$ cat src/rtl/uart_fmt_tx_if.sv
// Request and byte-sink signal bundle for the register-dump formatter.
// master = requester/sink side, slave = formatter side.
interface uart_fmt_tx_if #(
  parameter int DATA_W = 16,
  parameter int IDX_W  = 2
);
  logic              i_stb;
  logic [DATA_W-1:0] i_data;
  logic [IDX_W-1:0]  i_idx;
  logic              i_zs;
  logic              i_crlf;
  logic [7:0]        o_byte;
  logic              o_byte_vld;
  logic              i_byte_rdy;
  logic              o_busy;
  logic              o_drop;
  logic [7:0]        o_drop_cnt;

  modport master (
    output i_stb, i_data, i_idx, i_zs, i_crlf, i_byte_rdy,
    input  o_byte, o_byte_vld, o_busy, o_drop, o_drop_cnt
  );

  modport slave (
    input  i_stb, i_data, i_idx, i_zs, i_crlf, i_byte_rdy,
    output o_byte, o_byte_vld, o_busy, o_drop, o_drop_cnt
  );
endinterface

$ cat src/rtl/uart_fmt_tx.sv
// Formats (index, data) strobes into "<PFX><idx hex><SEP><data hex>[CR]LF"
// on a byte-wide valid/ready sink, with a one-entry pending buffer.
module uart_fmt_tx #(
  parameter int         DATA_W = 16,
  parameter int         IDX_W  = 2,
  parameter logic [7:0] PFX    = 8'h52,
  parameter logic [7:0] SEP    = 8'h3A
) (
  input  logic         clk,
  input  logic         rst,
  uart_fmt_tx_if.slave bus
);
  localparam int         NIB   = DATA_W / 4;
  localparam int         IDIG  = (IDX_W + 3) / 4;
  localparam int         IXW   = 4 * IDIG;
  localparam logic [3:0] DLAST = 4'(NIB - 1);
  localparam logic       ILAST = 1'(IDIG - 1);

  typedef enum logic [2:0] {
    S_IDLE, S_PFX, S_IDX, S_SEP, S_DAT, S_CR, S_LF
  } state_t;

  state_t            r_state, w_state_n;
  logic [DATA_W-1:0] r_data, w_data_n;
  logic [IDX_W-1:0]  r_idx, w_idx_n;
  logic              r_zs, w_zs_n;
  logic              r_crlf, w_crlf_n;
  logic              r_p_vld, w_p_vld_n;
  logic [DATA_W-1:0] r_p_data, w_p_data_n;
  logic [IDX_W-1:0]  r_p_idx, w_p_idx_n;
  logic              r_p_zs, w_p_zs_n;
  logic              r_p_crlf, w_p_crlf_n;
  logic              r_icnt, w_icnt_n;
  logic [3:0]        r_dcnt, w_dcnt_n;
  logic              r_nz, w_nz_n;
  logic [7:0]        r_byte, w_byte_n;
  logic              r_vld, w_vld_n;
  logic              r_drop, w_drop_n;
  logic [7:0]        r_drop_cnt, w_drop_cnt_n;
  logic              w_xfer;
  logic              w_lf_xfer;
  logic [IXW-1:0]    w_idx_ext;
  logic [3:0]        w_idig;
  logic [3:0]        w_nib;

  function automatic logic [7:0] hex_char(input logic [3:0] n);
    return (n < 4'd10) ? (8'h30 + {4'h0, n}) : (8'h37 + {4'h0, n});
  endfunction

  assign w_xfer    = r_vld & bus.i_byte_rdy;
  assign w_lf_xfer = (r_state == S_LF) & w_xfer;

  always_ff @(posedge clk) begin
    if (rst) begin
      r_state    <= S_IDLE;
      r_data     <= '0;
      r_idx      <= '0;
      r_zs       <= 1'b0;
      r_crlf     <= 1'b0;
      r_p_vld    <= 1'b0;
      r_p_data   <= '0;
      r_p_idx    <= '0;
      r_p_zs     <= 1'b0;
      r_p_crlf   <= 1'b0;
      r_icnt     <= 1'b0;
      r_dcnt     <= '0;
      r_nz       <= 1'b0;
      r_byte     <= '0;
      r_vld      <= 1'b0;
      r_drop     <= 1'b0;
      r_drop_cnt <= '0;
    end else begin
      r_state    <= w_state_n;
      r_data     <= w_data_n;
      r_idx      <= w_idx_n;
      r_zs       <= w_zs_n;
      r_crlf     <= w_crlf_n;
      r_p_vld    <= w_p_vld_n;
      r_p_data   <= w_p_data_n;
      r_p_idx    <= w_p_idx_n;
      r_p_zs     <= w_p_zs_n;
      r_p_crlf   <= w_p_crlf_n;
      r_icnt     <= w_icnt_n;
      r_dcnt     <= w_dcnt_n;
      r_nz       <= w_nz_n;
      r_byte     <= w_byte_n;
      r_vld      <= w_vld_n;
      r_drop     <= w_drop_n;
      r_drop_cnt <= w_drop_cnt_n;
    end
  end

  always_comb begin
    w_state_n    = r_state;
    w_data_n     = r_data;
    w_idx_n      = r_idx;
    w_zs_n       = r_zs;
    w_crlf_n     = r_crlf;
    w_p_vld_n    = r_p_vld;
    w_p_data_n   = r_p_data;
    w_p_idx_n    = r_p_idx;
    w_p_zs_n     = r_p_zs;
    w_p_crlf_n   = r_p_crlf;
    w_icnt_n     = r_icnt;
    w_dcnt_n     = r_dcnt;
    w_nz_n       = r_nz;
    w_drop_n     = 1'b0;
    w_drop_cnt_n = r_drop_cnt;
    w_byte_n     = '0;
    w_vld_n      = 1'b0;

    case (r_state)
      S_IDLE: if (bus.i_stb) begin
        w_data_n  = bus.i_data;
        w_idx_n   = bus.i_idx;
        w_zs_n    = bus.i_zs;
        w_crlf_n  = bus.i_crlf;
        w_state_n = S_PFX;
      end
      S_PFX: if (w_xfer) begin
        w_state_n = S_IDX;
        w_icnt_n  = 1'b0;
      end
      S_IDX: if (w_xfer) begin
        if (r_icnt == ILAST) w_state_n = S_SEP;
        else                 w_icnt_n  = r_icnt + 1'b1;
      end
      S_SEP: if (w_xfer) begin
        w_state_n = S_DAT;
        w_dcnt_n  = '0;
        w_nz_n    = 1'b0;
      end
      // vld low in DAT marks a suppressed nibble, which advances unconditionally
      S_DAT: if (!r_vld || w_xfer) begin
        if (r_vld) w_nz_n = 1'b1;
        if (r_dcnt == DLAST) w_state_n = r_crlf ? S_CR : S_LF;
        else                 w_dcnt_n  = r_dcnt + 4'd1;
      end
      S_CR: if (w_xfer) w_state_n = S_LF;
      S_LF: if (w_xfer) begin
        if (r_p_vld) begin
          w_data_n   = r_p_data;
          w_idx_n    = r_p_idx;
          w_zs_n     = r_p_zs;
          w_crlf_n   = r_p_crlf;
          w_state_n  = S_PFX;
          w_p_vld_n  = bus.i_stb;
          w_p_data_n = bus.i_data;
          w_p_idx_n  = bus.i_idx;
          w_p_zs_n   = bus.i_zs;
          w_p_crlf_n = bus.i_crlf;
        end else if (bus.i_stb) begin
          // buffer empty: the request goes straight to the working register
          w_data_n  = bus.i_data;
          w_idx_n   = bus.i_idx;
          w_zs_n    = bus.i_zs;
          w_crlf_n  = bus.i_crlf;
          w_state_n = S_PFX;
        end else begin
          w_state_n = S_IDLE;
        end
      end
      default: w_state_n = S_IDLE;
    endcase

    if (bus.i_stb && (r_state != S_IDLE) && !w_lf_xfer) begin
      if (!r_p_vld) begin
        w_p_vld_n  = 1'b1;
        w_p_data_n = bus.i_data;
        w_p_idx_n  = bus.i_idx;
        w_p_zs_n   = bus.i_zs;
        w_p_crlf_n = bus.i_crlf;
      end else begin
        w_drop_n = 1'b1;
        if (r_drop_cnt != 8'hFF) w_drop_cnt_n = r_drop_cnt + 8'd1;
      end
    end

    // registered outputs are derived from the next-cycle state and counters
    w_idx_ext = IXW'(w_idx_n);
    w_idig    = 4'(w_idx_ext >> {ILAST - w_icnt_n, 2'b00});
    w_nib     = 4'(w_data_n >> {DLAST - w_dcnt_n, 2'b00});

    case (w_state_n)
      S_PFX: begin w_byte_n = PFX;              w_vld_n = 1'b1; end
      S_IDX: begin w_byte_n = hex_char(w_idig); w_vld_n = 1'b1; end
      S_SEP: begin w_byte_n = SEP;              w_vld_n = 1'b1; end
      S_DAT: begin
        w_byte_n = hex_char(w_nib);
        w_vld_n  = !(w_zs_n && !w_nz_n && (w_nib == 4'd0) && (w_dcnt_n != DLAST));
      end
      S_CR:  begin w_byte_n = 8'h0D; w_vld_n = 1'b1; end
      S_LF:  begin w_byte_n = 8'h0A; w_vld_n = 1'b1; end
      default: begin w_byte_n = '0; w_vld_n = 1'b0; end
    endcase
  end

  assign bus.o_byte     = r_byte;
  assign bus.o_byte_vld = r_vld;
  assign bus.o_busy     = (r_state != S_IDLE) | r_p_vld;
  assign bus.o_drop     = r_drop;
  assign bus.o_drop_cnt = r_drop_cnt;
endmodule

$ cat src/flat_wrapper.sv
// flat-port wrapper written by rule: the top's interface ports become plain ports
module uart_fmt_tx_flat 
#(
  parameter int         DATA_W = 16,
  parameter int         IDX_W  = 2,
  parameter logic [7:0] PFX    = 8'h52,
  parameter logic [7:0] SEP    = 8'h3A
)
  (clk, rst, bus_i_stb, bus_i_data, bus_i_idx, bus_i_zs, bus_i_crlf, bus_i_byte_rdy, bus_o_byte, bus_o_byte_vld, bus_o_busy, bus_o_drop, bus_o_drop_cnt);
  uart_fmt_tx_if #(.DATA_W(DATA_W), .IDX_W(IDX_W)) bus_i ();
  input  logic clk;
  input  logic rst;
  input wire logic [$bits(bus_i.i_stb)-1:0] bus_i_stb;
  input wire logic [$bits(bus_i.i_data)-1:0] bus_i_data;
  input wire logic [$bits(bus_i.i_idx)-1:0] bus_i_idx;
  input wire logic [$bits(bus_i.i_zs)-1:0] bus_i_zs;
  input wire logic [$bits(bus_i.i_crlf)-1:0] bus_i_crlf;
  input wire logic [$bits(bus_i.i_byte_rdy)-1:0] bus_i_byte_rdy;
  output wire logic [$bits(bus_i.o_byte)-1:0] bus_o_byte;
  output wire logic [$bits(bus_i.o_byte_vld)-1:0] bus_o_byte_vld;
  output wire logic [$bits(bus_i.o_busy)-1:0] bus_o_busy;
  output wire logic [$bits(bus_i.o_drop)-1:0] bus_o_drop;
  output wire logic [$bits(bus_i.o_drop_cnt)-1:0] bus_o_drop_cnt;
  assign bus_i.i_stb = bus_i_stb;
  assign bus_i.i_data = bus_i_data;
  assign bus_i.i_idx = bus_i_idx;
  assign bus_i.i_zs = bus_i_zs;
  assign bus_i.i_crlf = bus_i_crlf;
  assign bus_i.i_byte_rdy = bus_i_byte_rdy;
  assign bus_o_byte = bus_i.o_byte;
  assign bus_o_byte_vld = bus_i.o_byte_vld;
  assign bus_o_busy = bus_i.o_busy;
  assign bus_o_drop = bus_i.o_drop;
  assign bus_o_drop_cnt = bus_i.o_drop_cnt;
  uart_fmt_tx #(.DATA_W(DATA_W), .IDX_W(IDX_W), .PFX(PFX), .SEP(SEP)) u_core (.clk(clk), .rst(rst), .bus(bus_i));
endmodule
$ cat config.mk
export PLATFORM = sky130hd
export DESIGN_NAME = uart_fmt_tx_flat
export DESIGN_NICKNAME = d
export VERILOG_FILES = /design/src/rtl/uart_fmt_tx_if.sv /design/src/rtl/uart_fmt_tx.sv /design/src/flat_wrapper.sv
export SDC_FILE = /design/constraint.sdc
export NUM_CORES = 1
export LEC_CHECK = 0
export CELL_PAD_IN_SITES_DETAIL_PLACEMENT = 0
export CELL_PAD_IN_SITES_GLOBAL_PLACEMENT = 2
export CORE_MARGIN = 10
export CORE_UTILIZATION = 34
export CTS_CLUSTER_DIAMETER = 100
export DETAILED_ROUTE_END_ITERATION = 10
export GPL_ROUTABILITY_DRIVEN = 0
export PLACE_DENSITY_LB_ADDON = 0.1
export SLEW_MARGIN = 10
export SYNTH_ARGS = -nofsm -noshare
export SYNTH_HDL_FRONTEND = slang
export SYNTH_SLANG_ARGS = --single-unit
$ cat constraint.sdc
create_clock -name clk -period 3.82 [get_ports clk]
set_input_delay 0.382 -clock clk [delete_from_list [all_inputs] [get_ports clk]]
set_output_delay 0.382 -clock clk [all_outputs]
set_load 0.005 [all_outputs]
==> flow_summary_export.csv <==
group,metric,value,unit
route,drc_violations_left,0,
route,route.detailed.wl_per_inst,17.9,µm
sta,report.final.slew_viol_count,0,
worst_hold_path,min-delay-start,"u_core.r_p_data[6]",
sta,min_period_over_period,0.890,
route,detailedRoute.firstIterationViolations,236,
cts,cts.repair_timing.setup_buffer_count,0,
cts,clk_pin_slew,0.06,ns
logic_synthesis,syn-mean-instance-area,8.46,µm²
outcome,status,"completed",
sta,fin_tns_setup,0,ns
logic_synthesis,ys_async_sr_fraction,0,
logic_synthesis,syn_area,3920,µm²
route,routed_wl,11600,µm
pwr,power_density,428,nW/µm²
route,vias,3545,
setup_path,slowest_stage,"sky130_fd_sc_hd__clkdlybuf4s50_1",
logic_synthesis,syn-num-nets,492,
setup_path,regToRegStartpoint,"u_core.r_dcnt[0]",
die,floorplan.initialDensity,0.344,
cts,root_buffer,"sky130_fd_sc_hd__clkbuf_16",
final_layout,drive_gt1_frac,0.120,
sta,timing.fmax,294,MHz
cts,cts_repair_resize_count,0,
setup_path,timing.critical_path.max_delay_family,"simple AND/OR/NAND/NOR gates",
route,firstDrtPassIters,4,
run,cap_viol_max_count,0,
global_routing,grt_start_max_net_pins,43,
logic_synthesis,ys.flop_type,"sky130_fd_sc_hd__dfxtp_1",
route,antenna_violating_nets_post_route,0,
global_routing,grt_pass1_wl,19000,µm
cts,tritoncts.num_buffers,9,
logic_synthesis,synth_top_area_frac,0.343,
logic_synthesis,synth.yosys.warnings,0,
final_layout,fillers,1155,
logic_synthesis,synth_cell_type_count,70,
setup_path,cp_slowest_stage_delay,0.62,ns
cts,ctsHoldBuffers,0,
logic_synthesis,synth.top_cells.by_count,"sky130_fd_sc_hd__dfxtp_1, sky130_fd_sc_hd__nor2_1, sky130_fd_sc_hd__nand2_1",
logic_synthesis,synth_enable_flop_cells,0,
die,std_cell_rows,39,
placement,hpwl,8310,µm
setup_path,critPathMaxFanout,7,
global_routing,grt_antenna_before_repair,0,
sta,grt_setup_unrepaired,"false",
global_routing,global_route.usage.total,0.147,
setup_path,timing.reg2reg.setup_slack,0.47,ns
logic_synthesis,yosys-top-cells-area,"sky130_fd_sc_hd__dfxtp_1, sky130_fd_sc_hd__mux2i_1, sky130_fd_sc_hd__nor2_1",
setup_path,worstSetupPathDepth,15,
global_routing,vias_in_the_first_global_route,3565,
logic_synthesis,yosysTopAreaCell,"sky130_fd_sc_hd__dfxtp_1",
sta,relSlewSlack,0.471,
final_layout,finish.utilization,0.426,
cts,clock_sink_count,67,
worst_hold_path,holdPathStages,2,
pwr,vdd_ir_drop_max,0.260,mV
final_layout,sequential_cell_area,1340,µm²
setup_path,timing.critical_path.buf_inv,2,
route,avgViaCountPerCell,5.45,
final_layout,multi_input_comb_area,2360,µm²
setup_path,timing.critical_path.from,"bus_i_byte_rdy",
setup_path,cp_data_arrival_time,3.67,ns
sta,clock_skew,0.00621,ns
logic_synthesis,synth_cells,463,
setup_path,cp-end-kind,"flop",
cts,tritoncts,"built",
setup_path,worst-endpoint-required,4.09,ns
die,die_area,16200,µm²
cts,h-tree-depth,3,
cts,cts-root-to-sink-buffers,2,
sta,max_slew.worst_pin.slew,0.793,ns
setup_path,reg2reg_depth,12,
worst_hold_path,hold_path.class,"reg -> reg",
global_routing,overflow,0,
final_layout,antennaDiodeCount,0,
die,io_pins,43,
placement,numPortBuffers,41,
final_layout,syn_to_final_growth,23.6,%
die,die_w,127,µm
sta,finalHoldViolCount,0,
sta,report.final.setup_viol,0,
logic_synthesis,yosys_register_bits,67,
die,core_area,11400,µm²
setup_path,worstPathCellList,"clkdlybuf4s50_1 > nand2b_1 > and3_1 > nand2_1 > nand3_1 > nand2_1 > a31oi_1 > ha_1 > nand2b_1 > or2_2 > ha_1 > inv_1 > nor2_1 > or4b_1 > a21oi_1",
die,die-height,127,µm
pwr,leakagePower,1.79,nW
sta,timing.final.crit_period,3.40,ns
cts,worst_skew_pair.late_latency,0.35,ns
final_layout,design.final.nets,532,
setup_path,timing.critical_path.from_type,"input pin",
setup_path,timing.setup.critical_path_class,"in -> reg",
logic_synthesis,yosysSeqAreaShare,0.343,
[layer usage]
layer | vias to the layer above | wire [µm] | global-route usage | share of wire
li1 | 1776 | - | - | -
met1 | 1698 | 5260 | 0.178 | 0.45
met2 | 58 | 5610 | 0.238 | 0.48
met3 | 13 | 604 | 0.0467 | 0.052
met4 | 0 | 145 | 0.0509 | 0.012
met5 | - | 0 | 0 | 0
[placed cells by master, fill, tap and decap left out, drive strengths merged, types with 3 or more instances in the layout]
cell type	instances
buf	23
dfxtp	67
a211oi	10
o221ai	6
inv	8
nor3b	4
a221o	3
nand2b	6
nand3	9
nand4	4
and2	3
clkbuf	12
o211ai	17
o31ai	7
clkdlybuf4s50	40
o32ai	4
nor3	16
nor2	69
o21ai	13
a21oi	20
a221oi	11
o21a	11
xnor2	3
ha	5
xor2	7
a31oi	5
and3	5
nor2b	4
mux2i	38
nand2	46
[worst register-to-register path, delay by kind of cell, from the launching register on]
kind	cells	cell delay, ns
buffers and inverters	1	0.05
AND/OR/NAND/NOR	5	1.45
flip-flops	1	0.41
AO/OA/AOI/OAI	4	0.89
adder cells (fa/ha/maj)	2	0.49
[report_power, final]
part	leakage [nW]	switching (mW)	internal (mW)
combinational	1.09	0.214	0.163
sequential	0.547	0.0324	0.742
clock	0.159	0.316	0.606
total	1.79	0.562	1.51
[state kept, by name, indices dropped and copies added (netlist names), 2 cells and up]
register               cells
u_core.r_data             16
u_core.r_p_data           16
u_core.bus.o_drop_cnt      8
u_core.bus.o_byte          7
u_core.r_dcnt              4
u_core.r_state             3
u_core.r_idx               2
u_core.r_p_idx             2
[stage by stage]
step | power, mW | std cells | hold slack [ns] | area, µm² | setup slack [ns]
4_1_cts | 2.11 | 651 | 0.498 | 4840 | 0.448
6_report | 2.07 | 651 | 0.490 | 4840 | 0.421
3_3_place_gp | 1.17 | 635 | 0.476 | 4510 | 0.183
5_1_grt | 2.17 | 651 | 0.515 | 4840 | 0.212
2_1_floorplan | 1.03 | 463 | 0.460 | 3920 | 0.666
3_5_place_dp | 1.17 | 635 | 0.485 | 4510 | 0.0895
[logic make-up after synthesis]
| family | share of synthesized area |
|---|---|
| simple gates | 0.219 |
| compound gates | 0.238 |
| mux | 0.103 |
| flops | 0.343 |
| fa+ha+maj | 0.0185 |
| other cells | 0.000958 |
| xor+xnor | 0.0224 |
| buf+inv | 0.0546 |
[cell type report]
type	count	area share
inverter	8	0.00621
timing repair buffer	63	0.123
tap	143	0.0370
multi-input combinational	354	0.488
clock inverter	4	0.0150
clock buffer	12	0.0530
sequential	67	0.277
[worst paths after layout]
check                              end
hold / removal      u_core.r_p_data[6]
hold reg to reg     u_core.r_p_data[6]
setup reg to reg  u_core.bus.o_byte[1]
setup / recovery  u_core.bus.o_byte[1]
No activity file was read; power rests on OpenSTA's default activity.
